### config.mk
export PLATFORM = sky130hd
export DESIGN_NAME = uart_tx_arbiter
export DESIGN_NICKNAME = d
export VERILOG_FILES = /design/src/rtl/uart_tx_arbiter.sv
export SDC_FILE = /design/constraint.sdc
export NUM_CORES = 1
export LEC_CHECK = 0
export CORE_AREA = 2 2 39 41
export CTS_CLUSTER_DIAMETER = 120
export DETAILED_ROUTE_END_ITERATION = 16
export DIE_AREA = 0 0 41 43
export PLACE_DENSITY = 0.71
export SLEW_MARGIN = 15
export SYNTH_ARGS = -nofsm -noshare
export SYNTH_HDL_FRONTEND = slang
export SYNTH_SLANG_ARGS = --single-unit
### constraint.sdc
create_clock -name clk -period 1.6 [get_ports clk]
set_input_delay 0.32 -clock clk [delete_from_list [all_inputs] [get_ports clk]]
set_output_delay 0.32 -clock clk [all_outputs]
set_load 0.02 [all_outputs]
### src/rtl/uart_tx_arbiter.sv
// uart_tx_arbiter
// Shares the single UART TX FIFO write port between NUM_REQ byte-stream requesters.
// Arbitration is round-robin, and it is packet-atomic: once a requester is granted,
// it keeps the port until the byte flagged req_last is accepted.
// The FIFO almost-full flag stalls writes. The grant and the lock are kept while it is high.
//
// Optional feature: define ARB_HOLD_TIMEOUT_EN to release a lock whose owner has
// stopped presenting bytes. The lock is released after TIMEOUT consecutive idle cycles,
// and timeout_flag pulses for one cycle when that happens.
// When ARB_HOLD_TIMEOUT_EN is undefined, a lock is held until req_last is accepted,
// and timeout_flag is tied low.
module uart_tx_arbiter #(
    parameter int NUM_REQ = 2,
    parameter int TIMEOUT = 64
) (
    input  logic                         clk,
    input  logic                         rst,
    input  logic [NUM_REQ-1:0]           req_valid,
    input  logic [8*NUM_REQ-1:0]         req_data,
    input  logic [NUM_REQ-1:0]           req_last,
    output logic [NUM_REQ-1:0]           req_ready,
    output logic                         fifo_wr_en,
    output logic [7:0]                   fifo_wr_data,
    input  logic                         fifo_almost_full,
    output logic [$clog2(NUM_REQ)-1:0]   grant_id,
    output logic                         busy,
    output logic                         timeout_flag
);

    localparam int IDW = $clog2(NUM_REQ);

    typedef enum logic {
        ST_IDLE   = 1'b0,
        ST_LOCKED = 1'b1
    } state_t;

    state_t           state_r;
    logic [IDW-1:0]   grant_id_r;
    logic [IDW-1:0]   rr_ptr_r;
    logic             busy_r;

    logic             valid_g_s;
    logic             last_g_s;
    logic [7:0]       data_g_s;
    logic             xfer_s;
    logic             any_valid_s;
    logic [IDW-1:0]   pick_s;

    // First valid requester strictly after ptr, wrapping NUM_REQ-1 -> 0.
    // The requester at ptr is checked last, so the one that just finished has lowest priority.
    function automatic logic [IDW-1:0] rr_pick(input logic [NUM_REQ-1:0] valid_v,
                                               input logic [IDW-1:0]     ptr_v);
        logic [IDW-1:0] pick_v;
        logic           found_v;
        int             idx_v;
        pick_v  = '0;
        found_v = 1'b0;
        for (int k = 1; k <= NUM_REQ; k++) begin
            idx_v = (int'(ptr_v) + k) % NUM_REQ;
            if (!found_v && valid_v[idx_v]) begin
                pick_v  = IDW'(idx_v);
                found_v = 1'b1;
            end else begin
                found_v = found_v;
            end
        end
        return pick_v;
    endfunction

    assign valid_g_s   = req_valid[grant_id_r];
    assign last_g_s    = req_last[grant_id_r];
    assign data_g_s    = req_data[{grant_id_r, 3'b000} +: 8];
    assign any_valid_s = |req_valid;
    assign pick_s      = rr_pick(req_valid, rr_ptr_r);

    // A byte moves whenever the owner has one and the FIFO has room.
    // No byte moves during the reset cycle.
    assign xfer_s = (state_r == ST_LOCKED) && valid_g_s && !fifo_almost_full && !rst;

    // Write port and ready strobe follow the registered grant combinationally.
    always_comb begin
        req_ready = '0;
        if (xfer_s) begin
            req_ready[grant_id_r] = 1'b1;
            fifo_wr_data          = data_g_s;
        end else begin
            req_ready    = '0;
            fifo_wr_data = 8'h00;
        end
    end

    assign fifo_wr_en = xfer_s;
    assign grant_id   = grant_id_r;
    assign busy       = busy_r;

`ifdef ARB_HOLD_TIMEOUT_EN
    localparam int CW = $clog2(TIMEOUT + 1);
    localparam logic [CW-1:0] IDLE_LAST = CW'(TIMEOUT - 1);

    logic [CW-1:0] idle_cnt_r;
    logic          timeout_flag_r;

    assign timeout_flag = timeout_flag_r;

    // Arbitration FSM with lock timeout: IDLE picks a winner, and LOCKED streams its packet.
    // LOCKED also releases the lock after TIMEOUT consecutive cycles without a valid byte.
    always_ff @(posedge clk) begin
        if (rst) begin
            state_r        <= ST_IDLE;
            grant_id_r     <= '0;
            rr_ptr_r       <= IDW'(NUM_REQ - 1);
            busy_r         <= 1'b0;
            idle_cnt_r     <= '0;
            timeout_flag_r <= 1'b0;
        end else begin
            timeout_flag_r <= 1'b0;
            case (state_r)
                ST_IDLE: begin
                    idle_cnt_r <= '0;
                    if (any_valid_s) begin
                        grant_id_r <= pick_s;
                        state_r    <= ST_LOCKED;
                        busy_r     <= 1'b1;
                    end else begin
                        state_r    <= ST_IDLE;
                        busy_r     <= 1'b0;
                    end
                end
                ST_LOCKED: begin
                    if (xfer_s && last_g_s) begin
                        state_r    <= ST_IDLE;
                        busy_r     <= 1'b0;
                        rr_ptr_r   <= grant_id_r;
                        idle_cnt_r <= '0;
                    end else if (!valid_g_s && (idle_cnt_r == IDLE_LAST)) begin
                        state_r        <= ST_IDLE;
                        busy_r         <= 1'b0;
                        rr_ptr_r       <= grant_id_r;
                        idle_cnt_r     <= '0;
                        timeout_flag_r <= 1'b1;
                    end else if (!valid_g_s) begin
                        idle_cnt_r <= idle_cnt_r + CW'(1);
                    end else begin
                        idle_cnt_r <= '0;
                    end
                end
                default: begin
                    state_r    <= ST_IDLE;
                    busy_r     <= 1'b0;
                    idle_cnt_r <= '0;
                end
            endcase
        end
    end
`else
    assign timeout_flag = 1'b0;

    // Arbitration FSM: IDLE picks a winner, and LOCKED streams its packet until req_last is accepted.
    always_ff @(posedge clk) begin
        if (rst) begin
            state_r    <= ST_IDLE;
            grant_id_r <= '0;
            rr_ptr_r   <= IDW'(NUM_REQ - 1);
            busy_r     <= 1'b0;
        end else begin
            case (state_r)
                ST_IDLE: begin
                    if (any_valid_s) begin
                        grant_id_r <= pick_s;
                        state_r    <= ST_LOCKED;
                        busy_r     <= 1'b1;
                    end else begin
                        state_r    <= ST_IDLE;
                        busy_r     <= 1'b0;
                    end
                end
                ST_LOCKED: begin
                    if (xfer_s && last_g_s) begin
                        state_r  <= ST_IDLE;
                        busy_r   <= 1'b0;
                        rr_ptr_r <= grant_id_r;
                    end else begin
                        state_r  <= ST_LOCKED;
                        busy_r   <= 1'b1;
                    end
                end
                default: begin
                    state_r <= ST_IDLE;
                    busy_r  <= 1'b0;
                end
            endcase
        end
    end
`endif

endmodule

# Word-level counts from Yosys, hierarchy flattened
# Cells that the tools add are included.
dict set report classes {
  addsub 2
  n_lt_le_gt_ge 4
  n_shift 1
  n_mux 20
  bitwise_logic 3
  reduce_logical 12
}
# operator count
set ops {}
lappend ops {{2-to-1 mux 1 bit} 16}
lappend ops {{variable part select 16 x 5 -> 8 bit} 1}
lappend ops {{2-to-1 mux 8 bit} 1}
lappend ops {{logical AND 1 bit} 6}
lappend ops {{less-than comparator 2 x 3 -> 1 bit, second input constant} 2}
lappend ops {{AND reduction 2 bit} 2}
lappend ops {{logical NOT 1 bit} 3}
lappend ops {{adder 1 bit, second input constant} 2}
lappend ops {{AND 1 bit, first input constant} 2}
lappend ops {{less-than comparator 1 x 2 -> 1 bit, second input constant} 1}
lappend ops {{2-to-1 mux 2 bit} 1}
lappend ops {{one-hot mux 1 bit (2 select lines)} 1}
lappend ops {{OR reduction 2 bit} 1}
lappend ops {{demux 1 bit (select 1 bit)} 1}
lappend ops {{>= comparator 1 bit, second input constant} 1}
lappend ops {{inverter 1 bit} 1}
dict set report word_totals {
  reg_bits 3
  input_bits 23
  out_inout_bits 14
  wordCells 45
}

# Depth between registers and ports, before layout
# Gate-level depths: netlist of the first run.
dict set report logic_depth {
  depth_word 9
  ltp_mapped 4
  ltp_nobuf 3
}

# Least setup slack after synthesis of the first run
# OpenSTA, ideal clock, no wires.
dict set report synth_timing {
  path_kind {reg-to-output}
  startpoint {reg, netlist name busy}
  endpoint {out fifo_wr_data[0]}
  arrival_time_ns 1.645
  required_ns 1.280
  path_slack_ns -0.365
  path_stages_with_launch 5
  n_path_buf 1
  path_cell_list {dfxtp_1 > or3b_1 > buf_6 > nor2_2 > a22o_1}
}
# element line_no
set synth_lines {}
lappend synth_lines {{end, declared} 23} ;# output logic [7:0] fifo_wr_data,

# Worst setup path in the final report of the first run
dict set report layout_timing {
  startpoint {in rst}
  endpoint {out fifo_wr_data[3]}
}
dict set report layout_between {
  elab_chain_cells 3
}
# element line_no
set layout_lines {}
lappend layout_lines {{start, declared} 17} ;# input logic rst,
lappend layout_lines {{logical NOT 1 bit} 78} ;# assign xfer_s = (state_r == ST_LOCKED) && valid_g_s && !fifo_almost_full && !rst;
lappend layout_lines {{logical AND 1 bit} 78}
lappend layout_lines {{2-to-1 mux 8 bit} 83} ;# if (xfer_s) begin
# Every way passes these cells.

==> results.yml, run 1 <==
worst_setup_path:
  crit_path_top_delay_cell: "or3b_4"
  path_max_fanout: 5
  path_cells: "clkdlybuf4s15_1 > or3b_4 > buf_6 > nor2_4 > buf_6 > a22o_4 > buf_6"
  critPathMostFrequentCell: "buf_6"
  cp.arrival_ns: 1.58
  crit_required_ns: 1.28
  cp-end-kind: "output port"
  crit_family: "buffers and inverters"
  start_kind: "primary input"
  cp_slowest_stage_delay_ns: 0.43
  path_class: "primary input to output port"
  critical_path_buf_inv_count: 4
route:
  routed_wl_um: 1330
  dr_total_vias: 486
  dr.pass1.iters: 4
  vias_per_cell: 4.76
  drt_iter0_drc: 12
  ant_nets: 0
  drt-wirelength-per-cell_um: 13.1
  drc: 0
timing:
  setup_slack_ns: -0.299
  finalCritPeriodShare_pct: 119
  skew_ns: 0.00221
  setup_violations: 12
  hold_viol: 0
  rsz0062_at_grt: "yes"
  fmax_ghz: 0.527
  finalCriticalPeriod_ns: 1.90
  finalMaxSlewViolations: 0
layout:
  fin_area_um2: 917
  mostFrequentLayoutCell: "clkdlybuf4s50_1"
  diodes: 0
  fin_cells: 102
  area_growth_pct: 220
  layout_common_cells: "clkdlybuf4s50_1, buf_6, buf_4, a22o_4"
  fin_util_pct: 66.3
  fin_nets: 110
  drive_gt1_share_pct: 51.2
yosys:
  yosysWarnings: 0
  syn_inst: 35
  netlist_area_um2: 287
  synthDistinctLibCells: 20
  synthFlopType: "dfxtp_1"
  synth_enable_flop_cells: 0
  yosysSeqAreaShare_pct: 21.0
  synth_fp_nets: 58
  yosys_register_bits: 3
  synth_area_per_cell_um2: 8.19
  ys_async_sr_fraction_pct: 0
clock_network:
  cts.clk_slew.worst_paths_ns: 0.03
  cts_buffer_depth: 2
  htreeDepth: 1
  clkLatencyLatePin_ns: 0.23
  cts_tree: "yes"
  cts-root-buf: "clkbuf_4"
  numCtsBuffers: 3
  numClockSinks: 3
floorplan:
  die_y_um: 43
  dieArea_mm2: 0.00176
  rows: 14
  start_util_pct: 20.7
  core_area_mm2: 0.00138
  num_io_pins: 37
  die_w_um: 41
pwr:
  p_leak_nw: 0.416
  pwr-share-clk_pct: 35.3
  peakVddDrop_uv: 234
  swShare_pct: 27.7
  intPower_mw: 0.271
  pwr-share-seq_pct: 21.9
  p_comb_share_pct: 42.8
  powerDensity_mw_per_mm2: 409
  power.net_switching_mw: 0.104
placed_design:
  portBuffers: 35
  gp_congestion: 0.626
  preCtsSetupSlack_ns: -1.03
  dp.cells: 93
  hpwl_um: 966
  place_area_um2: 806
global_routing:
  grt_pass1_wl_um: 2080
  grt_max_degree: 10
  first_global_vias: 471
  track_usage_pct: 17.9
  antenna_found_initial: 0
  gr-total-overflow: 0
hold_path:
  hp-class: "flop to flop"
run_status:
  violations: "setup timing"
  outcome: "finished with violations"
job:
  cap_viol_max_count: 0
-- through the flow --
stage | hold slack (ns) | total power [mW] | setup TNS (ns)
5_1_grt | 0.515 | 0.406 | -3.94
2_1_floorplan | 0.383 | 0.132 | -3.01
3_5_place_dp | 0.496 | 0.227 | -11.66
3_3_place_gp | 0.486 | 0.225 | -11.55
4_1_cts | 0.491 | 0.378 | -3.54
6_report | 0.495 | 0.375 | -3.11
-- sequential cells by signal, summed over array words and instances (netlist names) --
signal	count
busy	1
grant_id	1
rr_ptr_r	1
-- kinds of logic after synthesis --
| family | Yosys count | synth area share, % |
|---|---|---|
| mux | 1 | 3.49 |
| compound gates | 14 | 36.7 |
| buf+inv | 5 | 13.1 |
| simple gates | 11 | 24.5 |
| flops | 3 | 21.0 |
| other cells | 1 | 1.31 |
-- worst paths after layout --
path,start,to,slack [ns],cells after the start
worst max register to register,busy$_SDFF_PP0_,rr_ptr_r$_SDFFE_PP1P_,-0.16,8
worst min-delay path,rr_ptr_r$_SDFFE_PP1P_,rr_ptr_r$_SDFFE_PP1P_,0.50,2
worst max-delay path,rst,fifo_wr_data[3],-0.30,7
worst min register to register,rr_ptr_r$_SDFFE_PP1P_,rr_ptr_r$_SDFFE_PP1P_,0.50,2
-- layout make-up --
| cell class | instances | area [um^2] |
|---|---|---|
| timing repair buffer | 50 | 508 |
| fill | 111 | 467 |
| multi-input combinational | 27 | 292 |
| sequential | 3 | 63.8 |
| clock buffer | 4 | 26.3 |
| tap | 16 | 20.0 |
| inverter | 2 | 7.51 |
-- cell usage after synthesis (2+ instances only) --
cell type / number / area [um^2]
a21oi_1: 2 / 10.0
buf_6: 2 / 22.5
nand2_1: 3 / 11.3
o21ai_0: 2 / 10.0
inv_1: 2 / 7.51
a22o_1: 8 / 70.1
dfxtp_1: 3 / 60.1
-- power by group through the flow --
stage	Combinational [mW]	Clock (mW)	Sequential [mW]
6_report	0.161	0.133	0.0823
5_1_grt	0.170	0.153	0.0828
4_1_cts	0.156	0.140	0.0824
3_5_place_dp	0.144	0	0.0834
3_3_place_gp	0.142	0	0.0832
2_1_floorplan	0.0453	0	0.0871
-- tightest hold or removal path, delay by kind of cell (launching register included) --
family / cells / cell delay [ns]
compound gates: 1 / 0.06
flops: 1 / 0.32
simple gates: 1 / 0.06
-- repair_timing --
action                                  CTS  global route
gates cloned                              1             0
pin swaps                                 5             4
resized for setup                        81             4
hold buffers                              0             0
endpoints found under the setup margin   15            12
setup buffers                             4             3
-- layer usage --
metal | routed length (um) | GRT usage (%) | vias up
met1 | 444 | 19.1 | 229
met3 | 93 | 6.81 | 4
met5 | 0 | 0 | -
met4 | 18 | 6.00 | 0
li1 | - | - | 231
met2 | 775 | 30.3 | 22
Power figures use the tool's default switching activity.
==> run 2, diff against run 1 <==
--- a/config.mk
+++ b/config.mk
@@ -9,8 +9,9 @@
 export CTS_CLUSTER_DIAMETER = 120
 export DETAILED_ROUTE_END_ITERATION = 16
 export DIE_AREA = 0 0 41 43
-export PLACE_DENSITY = 0.71
-export SLEW_MARGIN = 15
+export MAX_ROUTING_LAYER = met4
+export PLACE_DENSITY = 0.75
+export SLEW_MARGIN = 5
 export SYNTH_ARGS = -nofsm -noshare
 export SYNTH_HDL_FRONTEND = slang
 export SYNTH_SLANG_ARGS = --single-unit
==> run 2 against run 1 <==
  * The flow still finishes with violations (setup timing)
  * Register-to-register slack worse by 0.02 ns
  * Count of clock-buffer cells in the layout unchanged
  * Critical path depth down 1
  * Clock power up 14%
  * Critical endpoint is now fifo_wr_data[2]
  * Largest power group unchanged
==> results.yml, run 2 (same netlist as run 1, synthesis figures left out) <==
pwr:
  p_leak_nw: 0.441
  peakVddDrop_uv: 226
  powerDensity_mw_per_mm2: 416
  power_mw: 0.406
worst_setup_path:
  start_kind: "flop"
  r2r_setup_slack_ns: -0.18
  r2r_cells: 7
  crit_start: "busy$_SDFF_PP0_"
  crit_required_ns: 1.28
  path_class: "flop to output port"
  cp-end-kind: "output port"
  rr_endpoint: "rr_ptr_r$_SDFFE_PP1P_"
  r2r-start: "busy$_SDFF_PP0_"
  path_max_fanout: 4
  cp.arrival_ns: 1.63
  cp-endpoint: "fifo_wr_data[2]"
layout:
  fin_nets: 111
  fin_area_um2: 976
  diodes: 0
  drive_gt1_share_pct: 52.9
  area_growth_pct: 241
  mostFrequentLayoutCell: "clkdlybuf4s50_1"
  layout_common_cells: "clkdlybuf4s50_1, buf_6, a22o_4, buf_4"
floorplan:
  dieArea_mm2: 0.00176
  num_io_pins: 37
  core_area_mm2: 0.00138
  start_util_pct: 20.7
  rows: 14
  die_y_um: 43
  die_w_um: 41
clock_network:
  htreeDepth: 1
  cts_tree: "yes"
  numCtsBuffers: 3
  cts.clk_slew.worst_paths_ns: 0.05
  cts-root-buf: "clkbuf_4"
  numClockSinks: 3
  clkLatencyLatePin_ns: 0.24
  holdBufCountCts: 0
  cts_buffer_depth: 2
route:
  drt-wirelength-per-cell_um: 14.8
  drt_iter0_drc: 1
  ant_nets: 0
  vias_per_cell: 4.78
  drc: 0
  dr.pass1.iters: 4
  dr_total_vias: 492
  routed_wl_um: 1530
timing:
  setup_violations: 12
  finalCriticalPeriod_ns: 1.95
  fmax_ghz: 0.514
  hold_viol: 0
  rsz0062_at_grt: "yes"
  skew_ns: 0.000786
  finalMaxSlewViolations: 0
  finalCritPeriodShare_pct: 122
  setup_slack_ns: -0.347
global_routing:
  grtUsageMet2_pct: 31.9
  grt_max_degree: 10
  grtUsageMet3_pct: 5.24
  first_global_vias: 491
  grt_pass1_wl_um: 2140
  gr-total-overflow: 0
  track_usage_pct: 18.3
  grt_busiest_layer: "met2"
  grt_use_met1_pct: 17.5
  antenna_found_initial: 0
placed_design:
  gp_congestion: 0.609
  place_area_um2: 813
  hpwl_um: 910
  portBuffers: 35
hold_path:
  hp-class: "primary input to flop"
  min_path_cells: 3
run_status:
  violations: "setup timing"
  outcome: "finished with violations"
job:
  cap_viol_max_count: 0
run 2: worst max-delay path: stages (launching register included):
cell and delay, ns:
dfxtp_4 0.34, or3b_4 0.40, buf_6 0.14, nor2_4 0.13, clkbuf_16 0.17, a22o_4 0.11, buf_6 0.11
run 2: how the worst min path moves through the flow:
stage                                      from                    end
final                                       rst        busy$_SDFF_PP0_
after floorplan                             rst        busy$_SDFF_PP0_
after CTS                                   rst        busy$_SDFF_PP0_
after global placement    rr_ptr_r$_SDFFE_PP1P_  rr_ptr_r$_SDFFE_PP1P_
after detailed placement  rr_ptr_r$_SDFFE_PP1P_  rr_ptr_r$_SDFFE_PP1P_
after global routing                        rst        busy$_SDFF_PP0_
run 2: cell type report:
cell class              instances  area [um^2]
inverters                       2         7.51
well taps                      16         20.0
fillers                       102          408
clock buffers                   4         26.3
multi-input cells              27          305
flip-flops and latches          3         63.8
repair buffers                 51          553
run 2: power by group:
part	switching (mW)	internal (mW)
clock network	0.0574	0.0947
logic	0.0671	0.106
registers	0.00285	0.0786
total	0.127	0.279
run 2: repair_timing:
item | CTS | global route
setup buffers | 3 | 3
gates resized for setup | 78 | 12
setup endpoints to repair | 14 | 14
pin swaps | 5 | 4
gates cloned | 1 | 0
run 2: metrics by stage:
stage	utilization (%)	std cells	setup slack, ns	hold slack [ns]	TNS [ns]
floorplan	-	35	-0.364	0.383	-3.01
global route	70.5	103	-0.381	0.488	-3.90
CTS	66.9	102	-0.354	0.457	-3.49
global placement	58.8	94	-1.01	0.479	-11.42
detailed placement	58.8	94	-1.01	0.496	-11.45
finish	70.5	103	-0.347	0.488	-3.49
run 2: layer usage:
metal / routed length [um] / up-vias
li1: - / 234
met1: 509 / 230
met2: 893 / 26
met3: 101 / 2
met4: 21 / 0
met5: 0 / -
==> run 3, diff against run 2 <==
--- a/config.mk
+++ b/config.mk
@@ -10,7 +10,7 @@
 export DETAILED_ROUTE_END_ITERATION = 16
 export DIE_AREA = 0 0 41 43
 export MAX_ROUTING_LAYER = met4
-export PLACE_DENSITY = 0.75
+export PLACE_DENSITY = 0.7
 export SLEW_MARGIN = 5
 export SYNTH_ARGS = -nofsm -noshare
 export SYNTH_HDL_FRONTEND = slang
==> run 3 against run 2 <==
  * The flow still finishes with violations (setup timing)
  * Sequential cell count unchanged
  * Hold slack got worse by 0.039 ns
  * Via count decreased by 5.9%
  * Die area unchanged
  * Total power decreased by 4.2%
  * Wire length decreased by 11%
  * Critical path type unchanged
  * Largest power group unchanged
==> results.yml, run 3 (same netlist as run 1, synthesis figures left out) <==
worst_setup_path:
  path_class: "flop to output port"
  path_max_fanout: 5
  crit_path_top_delay_cell: "or3b_4"
  path_cells: "or3b_4 > buf_6 > nor2_4 > buf_6 > a22o_4 > buf_6"
  critPathMostFrequentCell: "buf_6"
  cp-end-kind: "output port"
  critical_path_buf_inv_count: 3
  crit_required_ns: 1.28
  crit_family: "simple AND/OR/NAND/NOR gates"
  start_kind: "flop"
  cp_slowest_stage_delay_ns: 0.40
  cp.arrival_ns: 1.59
floorplan:
  dieArea_mm2: 0.00176
  rows: 14
  core_area_mm2: 0.00138
  start_util_pct: 20.7
  die_y_um: 43
  num_io_pins: 37
  die_w_um: 41
global_routing:
  gr-total-overflow: 0
  grt_pass1_wl_um: 2040
  first_global_vias: 493
  grt_max_degree: 10
  antenna_found_initial: 0
  track_usage_pct: 17.8
route:
  drt-wirelength-per-cell_um: 13.5
  dr.pass1.iters: 3
  routed_wl_um: 1360
  drc: 0
  vias_per_cell: 4.58
  dr_total_vias: 463
  drt_iter0_drc: 4
  ant_nets: 0
clock_network:
  htreeDepth: 1
  clkLatencyLatePin_ns: 0.25
  cts_buffer_depth: 2
  cts.clk_slew.worst_paths_ns: 0.04
  cts_tree: "yes"
  holdBufCountCts: 0
  numClockSinks: 3
  numCtsBuffers: 3
  cts-root-buf: "clkbuf_4"
pwr:
  power_mw: 0.389
  powerDensity_mw_per_mm2: 415
  peakVddDrop_uv: 177
  p_leak_nw: 0.416
placed_design:
  hpwl_um: 985
  portBuffers: 35
  gp_congestion: 0.656
timing:
  setup_violations: 12
  skew_ns: 0.00261
  fmax_ghz: 0.523
  finalMaxSlewViolations: 0
  rsz0062_at_grt: "yes"
  finalCriticalPeriod_ns: 1.91
  hold_viol: 0
  finalCritPeriodShare_pct: 119
  setup_slack_ns: -0.311
  hold_ws_ns: 0.450
hold_path:
  hp-class: "primary input to flop"
layout:
  layout_common_cells: "clkdlybuf4s50_1, buf_6, a22o_4, buf_4"
  drive_gt1_share_pct: 54.1
  fin_nets: 109
  diodes: 0
  mostFrequentLayoutCell: "clkdlybuf4s50_1"
  area_growth_pct: 227
  num-fill-cells: 106
run_status:
  violations: "setup timing"
  outcome: "finished with violations"
job:
  cap_viol_max_count: 0
run 3: cell type report:
cell class,count,area [um^2],share of cell area (%)
Clock buffer,4,26.3,2.80
Sequential cell,3,63.8,6.81
Inverter,2,7.51,0.801
Tap cell,16,20.0,2.14
Timing Repair Buffer,49,504,53.8
Multi-Input combinational cell,27,315,33.6
run 3: stage by stage:
step / instances / cell area, um^2 / setup WS [ns] / setup TNS (ns) / utilization (%)
floorplan: 35 / 365 / -0.364 / -3.01 / -
global placement: 93 / 806 / -1.02 / -11.49 / 58.2
detailed placement: 93 / 806 / -1.02 / -11.32 / 58.2
CTS: 103 / 941 / -0.349 / -3.55 / 68.0
global route: 101 / 937 / -0.347 / -3.54 / 67.7
finish: 101 / 937 / -0.311 / -3.11 / 67.7
run 3: per-layer routing:
metal	part of all wire (%)	routed length (um)	GRT usage [%]
met1	33	455	15.3
met4	4.0	54	12.7
met2	57	768	31.3
met5	0	0	-
met3	5.9	80	3.14
run 3: what timing repair did:
action                                  CTS  global route
endpoints found under the hold margin     0             0
endpoints found under the setup margin   15            13
cloned                                    1             0
pin swaps                                 4             5
buffers inserted                          5             1
resized for setup                        81             9
run 3: worst min-delay path, delay by kind of cell:
kind / cells / cell delay, ns
buffers and inverters: 2 / 0.30
AO/OA/AOI/OAI: 1 / 0.03
run 3: worst paths after layout:
path                         start                    end  slack (ns)  cells after the start
min                            rst        busy$_SDFF_PP0_        0.45                      3
max reg2reg        busy$_SDFF_PP0_  rr_ptr_r$_SDFFE_PP1P_       -0.06                      7
max                busy$_SDFF_PP0_        fifo_wr_data[6]       -0.31                      6
min reg2reg  rr_ptr_r$_SDFFE_PP1P_  rr_ptr_r$_SDFFE_PP1P_        0.52                      2
run 3: power breakdown:
group          internal (mW)  switching, mW  total, mW  leakage, nW
Combinational         0.0997         0.0635      0.163        0.376
Clock                 0.0941         0.0493      0.143       0.0150
Sequential            0.0789        0.00377     0.0826       0.0252
